==> src/rtl/snn_pkg.sv <==
// Shared types and helpers for the SNN layer sequencer and its RAM port mux.
package snn_pkg;

    localparam int SNN_ADDR_W = 12;
    localparam int SNN_DATA_W = 16;
    localparam int MAX_STAGES = 8;
    // One bit wider than a stage index so the scan can step past the last stage.
    localparam int IDX_W      = 4;
    localparam int SEL_W      = 3;

    typedef enum logic [2:0] {
        IDLE   = 3'd0,
        SEL    = 3'd1,
        ACTIVE = 3'd2,
        GAP    = 3'd3,
        DONE   = 3'd4
    } seq_state_t;

    typedef struct packed {
        logic             found;
        logic [IDX_W-1:0] idx;
    } stage_sel_t;

    // Lowest enabled stage at or above 'from'.
    function automatic stage_sel_t next_enabled(input logic [MAX_STAGES-1:0] mask,
                                                input logic [IDX_W-1:0]      from);
        stage_sel_t r;
        r.found = 1'b0;
        r.idx   = '0;
        for (int i = MAX_STAGES - 1; i >= 0; i--) begin
            if (mask[i] && (IDX_W'(i) >= from)) begin
                r.found = 1'b1;
                r.idx   = IDX_W'(i);
            end
        end
        return r;
    endfunction

endpackage

==> src/rtl/snn_layer_sequencer_if.sv <==
// Shared RAM write port driven by the layer sequencer.
interface snn_layer_sequencer_if #(
    parameter int ADDR_W = 12,
    parameter int DATA_W = 16
) ();

    logic [ADDR_W-1:0] mem_addr;
    logic [DATA_W-1:0] mem_wdata;
    logic              mem_we;

    modport master (output mem_addr, output mem_wdata, output mem_we);
    modport slave  (input  mem_addr, input  mem_wdata, input  mem_we);

endinterface

==> src/rtl/snn_port_mux.sv <==
// N-to-1 slice mux over a flattened bus; output forced to zero when not enabled.
module snn_port_mux
    import snn_pkg::*;
#(
    parameter int N = 3,
    parameter int W = 12
) (
    input  logic [N*W-1:0]  din,
    input  logic [SEL_W-1:0] sel,
    input  logic             en,
    output logic [W-1:0]     dout
);

    always_comb begin
        dout = '0;
        if (en) begin
            for (int i = 0; i < N; i++) begin
                if (sel == SEL_W'(i)) dout = din[i*W +: W];
            end
        end
    end

endmodule

==> src/rtl/snn_layer_sequencer.sv <==
// Runs N_STAGES layer engines in order and shares one RAM port between them.
// Optional watchdog per stage: define SNN_SEQ_WATCHDOG_EN.
module snn_layer_sequencer
    import snn_pkg::*;
#(
    parameter int ADDR_W      = SNN_ADDR_W,
    parameter int DATA_W      = SNN_DATA_W,
    parameter int N_STAGES    = 3,
    parameter int CNT_W       = 24,
    parameter int WDOG_CYCLES = 65535
) (
    input  logic                         clk,
    input  logic                         reset,
    input  logic                         run,
    input  logic [N_STAGES-1:0]          stage_en,
    output logic                         busy,
    output logic                         done,
    output logic [2:0]                   cur_stage,
    output logic [N_STAGES-1:0]          stage_start,
    input  logic [N_STAGES-1:0]          stage_done,
    input  logic [N_STAGES*ADDR_W-1:0]   stage_addr,
    input  logic [N_STAGES*DATA_W-1:0]   stage_wdata,
    input  logic [N_STAGES-1:0]          stage_we,
    snn_layer_sequencer_if.master        mem,
    output logic [CNT_W-1:0]             run_cycles,
    output logic                         timeout
);

    localparam logic [2:0] ST_IDLE   = 3'(IDLE);
    localparam logic [2:0] ST_SEL    = 3'(SEL);
    localparam logic [2:0] ST_ACTIVE = 3'(ACTIVE);
    localparam logic [2:0] ST_GAP    = 3'(GAP);
    localparam logic [2:0] ST_DONE   = 3'(DONE);

    logic [2:0]          state_q, state_d;
    logic [N_STAGES-1:0] en_q, en_d;
    logic [IDX_W-1:0]    idx_q, idx_d;
    logic [CNT_W-1:0]    cyc_q, cyc_d;
    logic [N_STAGES-1:0] start_vec;
    logic                act_done;
    logic                in_active;
    stage_sel_t          nxt;

    function automatic logic [CNT_W-1:0] sat_inc(input logic [CNT_W-1:0] v);
        return (&v) ? v : v + CNT_W'(1);
    endfunction

`ifdef SNN_SEQ_WATCHDOG_EN
    localparam int             WD_W    = $clog2(WDOG_CYCLES + 1);
    localparam logic [WD_W-1:0] WD_LAST = WD_W'(WDOG_CYCLES - 1);
    logic [WD_W-1:0] wd_q, wd_d;
    logic            to_q, to_d;
`endif

    assign in_active = (state_q == ST_ACTIVE);

    always_comb begin
        start_vec = '0;
        for (int i = 0; i < N_STAGES; i++) begin
            if (in_active && (idx_q == IDX_W'(i))) start_vec[i] = 1'b1;
        end
    end

    // Only the active engine's done can advance the sequence.
    assign act_done = |(stage_done & start_vec);

    always_comb begin
        state_d = state_q;
        en_d    = en_q;
        idx_d   = idx_q;
        cyc_d   = cyc_q;
        nxt     = next_enabled(MAX_STAGES'(en_q), idx_q);
        if (state_q != ST_IDLE) cyc_d = sat_inc(cyc_q);
        case (state_q)
            ST_IDLE: begin
                if (run) begin
                    en_d    = stage_en;
                    idx_d   = '0;
                    // The accept cycle itself is the first counted run cycle.
                    cyc_d   = CNT_W'(1);
                    state_d = ST_SEL;
                end
            end
            ST_SEL: begin
                if (nxt.found) begin
                    idx_d   = nxt.idx;
                    state_d = ST_ACTIVE;
                end else begin
                    state_d = ST_DONE;
                end
            end
            ST_ACTIVE: if (act_done) state_d = ST_GAP;
            ST_GAP: begin
                idx_d   = idx_q + IDX_W'(1);
                state_d = ST_SEL;
            end
            ST_DONE: begin
                idx_d   = '0;
                state_d = ST_IDLE;
            end
            default: state_d = ST_IDLE;
        endcase
`ifdef SNN_SEQ_WATCHDOG_EN
        wd_d = wd_q;
        to_d = to_q;
        if (state_q == ST_IDLE && run) to_d = 1'b0;
        if (state_q == ST_SEL) wd_d = '0;
        if (in_active && !act_done) begin
            if (wd_q == WD_LAST) begin
                to_d    = 1'b1;
                state_d = ST_DONE;
            end else begin
                wd_d = wd_q + WD_W'(1);
            end
        end
`endif
    end

    always_ff @(posedge clk) begin
        if (reset) begin
            state_q <= ST_IDLE;
            en_q    <= '0;
            idx_q   <= '0;
            cyc_q   <= '0;
        end else begin
            state_q <= state_d;
            en_q    <= en_d;
            idx_q   <= idx_d;
            cyc_q   <= cyc_d;
        end
    end

`ifdef SNN_SEQ_WATCHDOG_EN
    always_ff @(posedge clk) begin
        if (reset) begin
            wd_q <= '0;
            to_q <= 1'b0;
        end else begin
            wd_q <= wd_d;
            to_q <= to_d;
        end
    end
    assign timeout = to_q;
`else
    assign timeout = 1'b0;
`endif

    snn_port_mux #(.N(N_STAGES), .W(ADDR_W)) u_addr_mux (
        .din  (stage_addr),
        .sel  (idx_q[SEL_W-1:0]),
        .en   (in_active),
        .dout (mem.mem_addr)
    );

    snn_port_mux #(.N(N_STAGES), .W(DATA_W)) u_wdata_mux (
        .din  (stage_wdata),
        .sel  (idx_q[SEL_W-1:0]),
        .en   (in_active),
        .dout (mem.mem_wdata)
    );

    snn_port_mux #(.N(N_STAGES), .W(1)) u_we_mux (
        .din  (stage_we),
        .sel  (idx_q[SEL_W-1:0]),
        .en   (in_active),
        .dout (mem.mem_we)
    );

    assign busy        = (state_q != ST_IDLE);
    assign done        = (state_q == ST_DONE);
    assign cur_stage   = idx_q[2:0];
    assign stage_start = start_vec;
    assign run_cycles  = cyc_q;

endmodule

==> src/flat_wrapper.sv <==
// flat-port wrapper written by rule: the top's interface ports become plain ports
module snn_layer_sequencer_flat import snn_pkg::*;
#(
    parameter int ADDR_W      = SNN_ADDR_W,
    parameter int DATA_W      = SNN_DATA_W,
    parameter int N_STAGES    = 3,
    parameter int CNT_W       = 24,
    parameter int WDOG_CYCLES = 65535
)
  (clk, reset, run, stage_en, busy, done, cur_stage, stage_start, stage_done, stage_addr, stage_wdata, stage_we, run_cycles, timeout, mem_mem_addr, mem_mem_wdata, mem_mem_we);
  snn_layer_sequencer_if #(.ADDR_W(ADDR_W), .DATA_W(DATA_W)) mem_i ();
  input  logic clk;
  input  logic reset;
  input  logic run;
  input  logic [N_STAGES-1:0] stage_en;
  output logic busy;
  output logic done;
  output logic [2:0] cur_stage;
  output logic [N_STAGES-1:0] stage_start;
  input  logic [N_STAGES-1:0] stage_done;
  input  logic [N_STAGES*ADDR_W-1:0] stage_addr;
  input  logic [N_STAGES*DATA_W-1:0] stage_wdata;
  input  logic [N_STAGES-1:0] stage_we;
  output logic [CNT_W-1:0] run_cycles;
  output logic timeout;
  output wire logic [$bits(mem_i.mem_addr)-1:0] mem_mem_addr;
  output wire logic [$bits(mem_i.mem_wdata)-1:0] mem_mem_wdata;
  output wire logic [$bits(mem_i.mem_we)-1:0] mem_mem_we;
  assign mem_mem_addr = mem_i.mem_addr;
  assign mem_mem_wdata = mem_i.mem_wdata;
  assign mem_mem_we = mem_i.mem_we;
  snn_layer_sequencer #(.ADDR_W(ADDR_W), .DATA_W(DATA_W), .N_STAGES(N_STAGES), .CNT_W(CNT_W), .WDOG_CYCLES(WDOG_CYCLES)) u_core (.clk(clk), .reset(reset), .run(run), .stage_en(stage_en), .busy(busy), .done(done), .cur_stage(cur_stage), .stage_start(stage_start), .stage_done(stage_done), .stage_addr(stage_addr), .stage_wdata(stage_wdata), .stage_we(stage_we), .mem(mem_i), .run_cycles(run_cycles), .timeout(timeout));
endmodule
==> config.mk <==
export PLATFORM = sky130hd
export DESIGN_NAME = snn_layer_sequencer_flat
export DESIGN_NICKNAME = d
export VERILOG_FILES = /design/src/rtl/snn_pkg.sv /design/src/rtl/snn_layer_sequencer_if.sv /design/src/rtl/snn_port_mux.sv /design/src/rtl/snn_layer_sequencer.sv /design/src/flat_wrapper.sv
export SDC_FILE = /design/constraint.sdc
export NUM_CORES = 1
export LEC_CHECK = 0
export BUFFER_PORTS_ARGS = -buffer_cell sky130_fd_sc_hd__buf_2
export CELL_PAD_IN_SITES_DETAIL_PLACEMENT = 1
export CELL_PAD_IN_SITES_GLOBAL_PLACEMENT = 1
export CORE_ASPECT_RATIO = 0.8
export CORE_MARGIN = 2
export CORE_UTILIZATION = 31
export DETAILED_ROUTE_END_ITERATION = 8
export HOLD_SLACK_MARGIN = 0.03
export PLACE_DENSITY_LB_ADDON = 0.1
export SYNTH_ARGS = -nofsm -noshare
export SYNTH_HDL_FRONTEND = slang
export SYNTH_SLANG_ARGS = --single-unit
==> constraint.sdc <==
create_clock -name clk -period 2.33 [get_ports clk]
set_input_delay 0.3495 -clock clk [delete_from_list [all_inputs] [get_ports clk]]
set_output_delay 0.3495 -clock clk [all_outputs]
set_load 0.005 [all_outputs]
==> flow_metrics.env <==
export IMPL_outcome="complete, no violations"
export IMPL_hpwl_um=7890
export IMPL_cts_max_level=2
export IMPL_yosys_most_used_dff="dfxtp_1"
export IMPL_layout_drive_gt1_share_pct=41.1
export IMPL_synth_common_cells="nor2_1, a211oi_1, dfxtp_1, nand2_1, a22oi_1"
export IMPL_routabilityCongestion=0.821
export IMPL_yosysMostFrequentCell="nor2_1"
export IMPL_hold_class="input port to flip-flop"
export IMPL_synth_avg_cell_area_um2=7.73
export IMPL_peakVddDrop_uv=308
export IMPL_cts_tree="yes"
export IMPL_synthTopCellsByArea="dfxtp_1, a211oi_1, a22oi_1"
export IMPL_routed_wl_um=11000
export IMPL_ant_nets=0
export IMPL_synth_edf_count=0
export IMPL_core_mm2=0.00892
export IMPL_ios=158
export IMPL_arrival_ns=1.92
export IMPL_fp_dieW_um=111
export IMPL_grt_pass1_vias=3202
export IMPL_dieArea_mm2=0.00986
export IMPL_p_leak_nw=1.83
export IMPL_holdWs_ns=0.309
export IMPL_final_setup_worst_slack_ns=0.0614
export IMPL_grt_usage_pct=20.0
export IMPL_power_mw=1.72
export IMPL_busiest_layer="met2"
export IMPL_powerDensity_mw_per_mm2=436
export IMPL_insertion_delay_ns=0.28
export IMPL_grt_pass1_wl_um=16300
export IMPL_portBuffers=156
export IMPL_maxCapViolations=0
export IMPL_drtPass1Iterations=5
export IMPL_grt_start_max_net_pins=31
export IMPL_ys_warn_count=0
export IMPL_rsz0062_at_grt="yes"
export IMPL_finClkSkew_ns=0.00502
export IMPL_pre_cts_ws_ns=0.257
export IMPL_post_route_period_util_pct=97.4
export IMPL_nets=608
export IMPL_cts_hold_buf=0
export IMPL_crit_path_end_kind="primary output"
export IMPL_setup_violations_final=0
export IMPL_clock_sinks=34
export IMPL_clock_root_buffer="clkbuf_16"
export IMPL_clkTransAtPathRegs_ns=0.06
export IMPL_use_met1_pct=28.5
export IMPL_slew_viol_final=0
export IMPL_die_h_um=89.2
export IMPL_syn_inst=364
export IMPL_antenna_found_initial=0
export IMPL_yosys_area_top_type="dfxtp_1"
export IMPL_max_slew_margin_rel_pct=59.0
export IMPL_crit_type="flip-flop to primary output"
export IMPL_synth_seq_cells=34
export IMPL_min_period_ns=2.27
export IMPL_drtIter0Drc=148
export IMPL_ys_async_sr_fraction_pct=0
export IMPL_area_growth_pct=40.3
export IMPL_use_met3_pct=3.86
export IMPL_grt_overflow=0
export IMPL_vias_per_cell=5.50
export IMPL_num_rows=31
export IMPL_grt_met2_usage_pct=31.6
export IMPL_required_ns=1.98
export IMPL_synth_net_count=465
export IMPL_start_util_pct=31.6
export IMPL_worst_pin_slew_ns=0.613
export IMPL_clock_path_buffers=2
export IMPL_drc=0
export IMPL_wl_per_cell_um=17.7
export IMPL_critPathLaunchType="flip-flop"
export IMPL_max_freq_ghz=0.441
export IMPL_antennaDiodeCount=0
export IMPL_ys_seq_area_share_pct=24.2
export IMPL_cts_buffers=5
export IMPL_syn_area_mm2=0.00282
export IMPL_yosysTopAreaCellShare_pct=24.2
export IMPL_ys_types=51
export IMPL_vias=3426
export IMPL_crit_fanout=29
export IMPL_hold_viol_final=0
state kept, by name (all words and copies together), names as in the netlist:
name and cells:
u_core.en_q 3, u_core.idx_q 4, u_core.run_cycles 24, u_core.state_q 3
cell type report:
type / count / area (um^2)
Fill cell: 1141 / 4970
Multi-Input combinational cell: 283 / 1940
Timing Repair Buffer: 177 / 1010
Sequential cell: 34 / 682
Tap cell: 115 / 144
Clock buffer: 7 / 143
Inverter: 6 / 22.5
Clock inverter: 1 / 5.00
routing by layer:
metal  routed length (um)  share of wire (%)  up-vias
met3                  510                4.6        8
met4                   74               0.67        0
met1                 5250                 48     1651
met5                    0                  0        -
li1                     -                  -     1663
met2                 5190                 47      104
power breakdown:
group | internal (mW) | switching (mW)
clock network | 0.424 | 0.250
registers | 0.596 | 0.0158
logic | 0.206 | 0.232
total | 1.23 | 0.498
logic make-up after synthesis:
kind of cell | after synthesis | share of synthesized area [%]
buffers and inverters | 47 | 8.62
other | 1 | 0.133
flip-flops | 34 | 24.2
XOR/XNOR | 2 | 0.622
multiplexers | 22 | 7.87
AO/OA/AOI/OAI | 99 | 27.0
adder cells (fa/ha/maj) | 5 | 2.22
AND/OR/NAND/NOR | 154 | 29.4
placed cells by master, fill, tap and decap left out, drive strengths merged, types with 2 or more instances in the layout:
cell type	count
nand2b	4
nand4	13
nand3	8
a2111o	2
nor4	4
a32o	2
inv	6
or2	2
dfxtp	34
a2111oi	5
or3	17
nand2	34
nor4b	4
mux2i	21
o21ai	3
and4	8
nor2	43
and3	5
nor3	5
buf	176
a22oi	31
o31ai	2
clkbuf	8
a211oi	34
a21oi	14
ha	5
a221oi	2
final timing paths:
path | startpoint | endpoint | slack [ns] | depth (start not counted)
max | u_core.idx_q[1] | mem_mem_addr[1] | 0.06 | 7
min | stage_en[1] | u_core.en_q[1] | 0.31 | 3
max reg2reg | u_core.run_cycles[0] | u_core.run_cycles[17] | 0.36 | 6
min reg2reg | u_core.run_cycles[6] | u_core.run_cycles[6] | 0.48 | 2
what timing repair did:
item                                   CTS  global route
setup endpoints to repair                5            25
pin swaps                                0             1
gates resized for setup                  1             8
buffers inserted                         0             0
cloned                                   1             1
endpoints found under the hold margin    0             0
worst max-delay path, stage by stage (launching register included):
cell,delay (ns)
dfxtp_1,0.33
inv_1,0.08
ha_1,0.22
nor3b_2,0.24
buf_12,0.21
a22oi_1,0.13
a211oi_2,0.26
buf_2,0.15
metrics by stage:
step	util, %	instance area [um^2]	TNS (ns)	cells
after floorplan	-	2820	0	364
after global placement	41.7	3720	0	613
after detailed placement	41.7	3720	0	613
after CTS	43.7	3900	0	622
after global routing	44.3	3950	-0.184	623
final	44.3	3950	0	623
No activity file was read; power rests on OpenSTA's default activity.
